===== config.mk =====
export PLATFORM = sky130hd
export DESIGN_NAME = gpio_in_conditioner_flat
export DESIGN_NICKNAME = d
export VERILOG_FILES = /design/src/rtl/gpio_in_conditioner_if.sv /design/src/rtl/gpio_in_conditioner.sv /design/src/flat_wrapper.sv
export SDC_FILE = /design/constraint.sdc
export NUM_CORES = 1
export LEC_CHECK = 0
export CORE_ASPECT_RATIO = 0.7
export CORE_UTILIZATION = 40
export DETAILED_ROUTE_END_ITERATION = 16
export SLEW_MARGIN = 20
export SYNTH_ARGS = -nofsm -noshare
export SYNTH_HDL_FRONTEND = slang
export SYNTH_SLANG_ARGS = --single-unit

===== constraint.sdc =====
create_clock -name clk -period 4.3 [get_ports clk]
set_input_delay 0.86 -clock clk [delete_from_list [all_inputs] [get_ports clk]]
set_output_delay 0.86 -clock clk [all_outputs]
set_load 0.1 [all_outputs]

===== src/rtl/gpio_in_conditioner_if.sv =====
// Pin/GPIOIN bundle between the raw-pin conditioner and the AHB GPIO block.
interface gpio_in_conditioner_if #(
    parameter int DATA_W = 16
);
    logic [DATA_W-1:0] PIN_IN;
    logic              PARITYSEL;
    logic              HOLD;
    logic [DATA_W:0]   GPIOIN;
    logic              CHANGE;
    logic              STABLE;

    modport master (
        output PIN_IN, PARITYSEL, HOLD,
        input  GPIOIN, CHANGE, STABLE
    );

    modport slave (
        input  PIN_IN, PARITYSEL, HOLD,
        output GPIOIN, CHANGE, STABLE
    );
endinterface


===== src/rtl/gpio_in_conditioner.sv =====
// Synchronise, debounce and parity-tag raw pins into a registered GPIOIN word; no backpressure.
// Latency: SYNC_STAGES + DEBOUNCE_CYCLES + 1 edges; HOLD freezes the output register only.
module gpio_in_conditioner #(
    parameter int DATA_W          = 16,
    parameter int SYNC_STAGES     = 2,
    parameter int DEBOUNCE_CYCLES = 4
) (
    input logic                  clk,
    input logic                  rst,
    gpio_in_conditioner_if.slave bus
);
    localparam int              CNT_W    = (DEBOUNCE_CYCLES > 1) ? $clog2(DEBOUNCE_CYCLES) : 1;
    localparam logic [CNT_W-1:0] CNT_LAST = CNT_W'(DEBOUNCE_CYCLES - 1);

    logic [SYNC_STAGES-1:0][DATA_W-1:0] sync_q;
    logic [DATA_W-1:0]                  deb_q, deb_d;
    logic [DATA_W-1:0][CNT_W-1:0]       cnt_q, cnt_d;
    logic [DATA_W:0]                    gpioin_q, gpioin_d;
    logic                               change_q, change_d;
    logic                               stable;

    always_ff @(posedge clk or posedge rst) begin
        if (rst) begin
            sync_q <= '0;
        end else begin
            sync_q[0] <= bus.PIN_IN;
            for (int s = 1; s < SYNC_STAGES; s++) begin
                sync_q[s] <= sync_q[s-1];
            end
        end
    end

    // A bit is accepted only after differing on DEBOUNCE_CYCLES consecutive edges.
    always_comb begin
        deb_d  = deb_q;
        cnt_d  = cnt_q;
        stable = 1'b1;
        for (int i = 0; i < DATA_W; i++) begin
            if (sync_q[SYNC_STAGES-1][i] == deb_q[i]) begin
                cnt_d[i] = '0;
            end else if (cnt_q[i] == CNT_LAST) begin
                deb_d[i] = sync_q[SYNC_STAGES-1][i];
                cnt_d[i] = '0;
            end else begin
                cnt_d[i] = cnt_q[i] + CNT_W'(1);
            end
            stable = stable & (cnt_q[i] == '0);
        end
    end

    always_comb begin
        gpioin_d = gpioin_q;
        change_d = 1'b0;
        if (!bus.HOLD) begin
            gpioin_d = {(^deb_q) ^ bus.PARITYSEL, deb_q};
            change_d = (deb_q != gpioin_q[DATA_W-1:0]);
        end
    end

    always_ff @(posedge clk or posedge rst) begin
        if (rst) begin
            deb_q    <= '0;
            cnt_q    <= '0;
            gpioin_q <= '0;
            change_q <= 1'b0;
        end else begin
            deb_q    <= deb_d;
            cnt_q    <= cnt_d;
            gpioin_q <= gpioin_d;
            change_q <= change_d;
        end
    end

    assign bus.GPIOIN = gpioin_q;
    assign bus.CHANGE = change_q;
    assign bus.STABLE = stable;
endmodule


===== src/flat_wrapper.sv =====
// flat-port wrapper written by rule: the top's interface ports become plain ports
module gpio_in_conditioner_flat 
#(
    parameter int DATA_W          = 16,
    parameter int SYNC_STAGES     = 2,
    parameter int DEBOUNCE_CYCLES = 4
)
  (clk, rst, bus_PIN_IN, bus_PARITYSEL, bus_HOLD, bus_GPIOIN, bus_CHANGE, bus_STABLE);
  gpio_in_conditioner_if #(.DATA_W(DATA_W)) bus_i ();
  input logic clk;
  input logic rst;
  input wire logic [$bits(bus_i.PIN_IN)-1:0] bus_PIN_IN;
  input wire logic [$bits(bus_i.PARITYSEL)-1:0] bus_PARITYSEL;
  input wire logic [$bits(bus_i.HOLD)-1:0] bus_HOLD;
  output wire logic [$bits(bus_i.GPIOIN)-1:0] bus_GPIOIN;
  output wire logic [$bits(bus_i.CHANGE)-1:0] bus_CHANGE;
  output wire logic [$bits(bus_i.STABLE)-1:0] bus_STABLE;
  assign bus_i.PIN_IN = bus_PIN_IN;
  assign bus_i.PARITYSEL = bus_PARITYSEL;
  assign bus_i.HOLD = bus_HOLD;
  assign bus_GPIOIN = bus_i.GPIOIN;
  assign bus_CHANGE = bus_i.CHANGE;
  assign bus_STABLE = bus_i.STABLE;
  gpio_in_conditioner #(.DATA_W(DATA_W), .SYNC_STAGES(SYNC_STAGES), .DEBOUNCE_CYCLES(DEBOUNCE_CYCLES)) u_core (.clk(clk), .rst(rst), .bus(bus_i));
endmodule

After elaboration in Yosys (flattened, before gate mapping)
Index checks and enable logic that the tools add are counted.
{"block": "totals", "ff_bits": 98, "output_inout_bits": 19, "word_cells": 183}
{"block": "classes", "addsub": 16, "eq_ne": 33, "mux": 33, "bitwise_logic": 32, "reduce_logical": 33}
{"op": "two-way mux 2 bit", "n": 32}
{"op": "adder 2 x 1 -> 2 bit, second input constant", "n": 16}
{"op": "equality test 2 bit, second input constant", "n": 16}
{"op": "logical NOT 2 bit", "n": 16}
{"op": "AND reduction 2 bit", "n": 16}
{"op": "equality test 1 bit", "n": 16}
{"op": "inequality test 16 bit", "n": 1}
{"op": "inverter 1 bit", "n": 16}
{"op": "parity 16 bit", "n": 1}
{"op": "bitwise AND 1 bit", "n": 15}
{"op": "two-way mux 1 bit", "n": 1}
{"op": "XOR 1 bit", "n": 1}

Logic depth before layout (Yosys ltp)
{"block": "logic_depth", "word_depth": 16, "ltp_mapped": 5, "ltp_nobuf": 5}

Worst setup path before layout
OpenSTA, ideal clock, no wires.
{"block": "synth_timing", "kind": "flip-flop to output port", "startpoint": "reg u_core.cnt_q[12] (netlist name)", "endpoint": "out bus_STABLE", "t_arrival_ns": 3.600, "required_ns": 3.440, "slack_ns": -0.160, "path_stages_with_launch": 5, "n_path_buf": 0, "path_cell_list": "dfrtp_1 > inv_1 > ha_1 > nand4_1 > nor4_1"}
{"block": "synth_between", "elab_chain_len": 11}
{"item": "from (decl)", "line": "gpio_in_conditioner.sv:17", "source": "logic [DATA_W-1:0][CNT_W-1:0] cnt_q, cnt_d;"}
{"item": "from (signal assigned)", "line": "gpio_in_conditioner.sv:68", "source": "cnt_q <= cnt_d;"}
{"item": "logical NOT 2 bit", "line": "gpio_in_conditioner.sv:47", "source": "stable = stable & (cnt_q[i] == '0);"}
{"item": "bitwise AND 1 bit (10 in a row)", "line": "gpio_in_conditioner.sv:47"}
{"item": "to (decl)", "line": "flat_wrapper.sv:17", "source": "output wire logic [$bits(bus_i.STABLE)-1:0] bus_STABLE;"}
No other way between the ends.

Worst setup path in the final report
{"block": "layout_timing", "startpoint": "reg u_core.gpioin_q[2], in the netlist u_core.bus.GPIOIN[2]", "endpoint": "out bus_GPIOIN[2]"}
{"item": "from (decl)", "line": "gpio_in_conditioner.sv:18", "source": "logic [DATA_W:0] gpioin_q, gpioin_d;"}
{"item": "from (signal assigned)", "line": "gpio_in_conditioner.sv:69", "source": "gpioin_q <= gpioin_d;"}
{"item": "to (decl)", "line": "flat_wrapper.sv:15", "source": "output wire logic [$bits(bus_i.GPIOIN)-1:0] bus_GPIOIN;"}
No word-level cell between the ends.

==> metrics.txt <==
status=complete, no violations; Vias=about 2100; clk_lat worst skew=0.34 ns; CTS root buf=clkbuf_16; Die Y=roughly 86 um; clock buffer depth=2; vias in the first global route=around 2100; final instance area=about 0.0049 mm^2; GP Congestion=0.736; ANT nets after route=0; Top Ports=39; largest net degree at the start of global routing=between 60 and 70; slowest CP cell=clkdlybuf4s50_1; Finished Core Util=between 50 and 60%; most frequent cells in the layout=dfrtp_1, clkdlybuf4s50_1, mux2_2, inv_1, ha_1; Worst path top cell family by delay=buffers and inverters; layout cells sized above 1=between 10% and 20%; clock-pin slew on the worst setup and hold paths=approximately 0.070 ns; post-CTS resize count=0; Crit Path Max Fanout=3; synthesis-stage register bit count=98; DP HPWL=4490 um; Worst R2R Start=u_core.deb_q[13]; Seq/Total Area, Yosys=60.8%; H-tree Lvls=3; chip width=approximately 120 um; vias per cell=4.41; Final min period=2.76 ns; Fin. Hold Viols=0; Max Cap Viol=0; worst-path cell chain=clkdlybuf4s50_1; final slew viol count=0; Slew HR=between 30% and 40%; reg2reg path depth=5; die area=around 0.010 mm^2; CTS buffer count=9; GRT Resource Usage Total=between 10 and 15%; leading cell type in the layout, fill and taps excluded=dfrtp_1; reg-to-reg endpoint=u_core.bus.GPIOIN[16]; Mapped Nets=340; Placement Cell Area=about 0.0046 mm^2; worst-margin pin slew=between 0.9 and 1 ns; HP Start=u_core.sync_q[13]; initial antenna violation count=0; standard-cell rows=30; Post-layout nets=between 300 and 400; Post-Syn Area=about 0.0040 mm^2; Initial Utilization=between 40 and 50%; total congestion overflow=0; crit path launch type=flop; hold path endpoint=u_core.sync_q[29]; CP Class=flop to primary output; DR DRC count=0; Port Buffers=38; WP data arrival=about 1.9 ns; Tcrit/Tclk final=between 60% and 70%; Synth cell types=17; WP buf/inv=1; Hold Buf Count CTS=0; # diodes=0; CTS sink count=98; Synth Instances=288; Worst Setup End Kind=primary output; DR WL/cell=13.6 um; drt initial violations=89; Setup TNS=0 ns; R2R setup slack=around 2.6 ns; # Post-CTS Setup Buffers=0; FMAX=between 0.3 and 0.4 GHz; final setup fails=0; Detailed Routing Iterations Pass 1=4; first-pass GRT wire length=around 11000 um; slowest stage delay, CP=~1.2 ns; RSZ-0062 raised after global routing=false; core area=0.00976 mm^2; Hold Path Cell Cnt=0; Worst Hold Class=flop to flop; clk_skew=0.00521 ns; TritonCTS clock tree=done; YS warnings=0; Syn-to-layout area delta=21.5%; Crit path required time=between 3 and 4 ns; WL final=approximately 6400 um; Avg Inst Size Synth=roughly 14 um^2
## Yosys cell counts, drive strengths merged
| cell | instances | area [um^2] |
|---|---|---|
| buf | 1 | 5.00 |
| nand2 | 1 | 3.75 |
| ha | 32 | 400 |
| nor3 | 16 | 80.1 |
| xnor3 | 1 | 22.5 |
| clkbuf | 1 | 3.75 |
| inv | 33 | 124 |
| dfrtp | 98 | 2450 |
| nor2b | 16 | 100 |
| nand4 | 4 | 25.0 |
| nor4 | 5 | 31.3 |
| o21ai | 1 | 5.00 |
| a41oi | 1 | 8.76 |
| xnor2 | 28 | 253 |
| mux2 | 32 | 360 |
| xor2 | 18 | 158 |
## worst max path at each step
| stage | startpoint | to | cells past startpoint |
|---|---|---|---|
| global route | u_core.bus.GPIOIN[4] | bus_GPIOIN[4] | 1 |
| global placement | bus_HOLD | u_core.bus.GPIOIN[8] | 2 |
| floorplan | rst | u_core.bus.CHANGE | 1 |
| finish | u_core.bus.GPIOIN[2] | bus_GPIOIN[2] | 1 |
| CTS | u_core.bus.GPIOIN[2] | bus_GPIOIN[2] | 1 |
| detailed placement | bus_HOLD | u_core.bus.GPIOIN[13] | 2 |
## through the flow
stage               setup slack, ns  instances  hold WS, ns
floorplan                     0.878        288        0.331
global placement               1.78        454        0.332
detailed placement             1.76        454        0.335
CTS                            1.51        470        0.349
global route                   1.49        470        0.355
finish                         1.54        470        0.347
## flip-flops by register name, summed over array words and instances (netlist names)
signal             flops
u_core.deb_q          16
u_core.bus.GPIOIN     17
u_core.sync_q         32
u_core.bus.CHANGE      1
u_core.cnt_q          32
## logic make-up (layout without fill, tap and decap cells)
family	after synthesis	after routing	synth area share, %
buf+inv	35	89	3.29
compound gates	2	2	0.341
mux	32	32	8.94
simple gates	42	42	5.96
xor+xnor	47	47	10.7
fa+ha+maj	32	32	9.93
flops	98	98	60.8
## metal layers
| layer | vias to the layer above | track usage (%) | part of all wire [%] |
|---|---|---|---|
| met5 | - | 0 | 0 |
| met4 | 0 | 4.71 | 1.5 |
| met3 | 9 | 5.32 | 4.6 |
| met2 | 33 | 19.5 | 41 |
| met1 | 1001 | 19.5 | 53 |
| li1 | 1032 | - | - |
## layout make-up
type	instances	area, um^2
clock inverters	5	61.3
clock buffers	11	253
repair buffers	40	393
fillers	854	4860
inverters	33	126
flip-flops and latches	98	2450
multi-input cells	155	1450
well taps	128	160
Power is left out: the tool's default activity adds up to more than one toggle a clock period on the data nets, which glitch-free logic cannot reach.
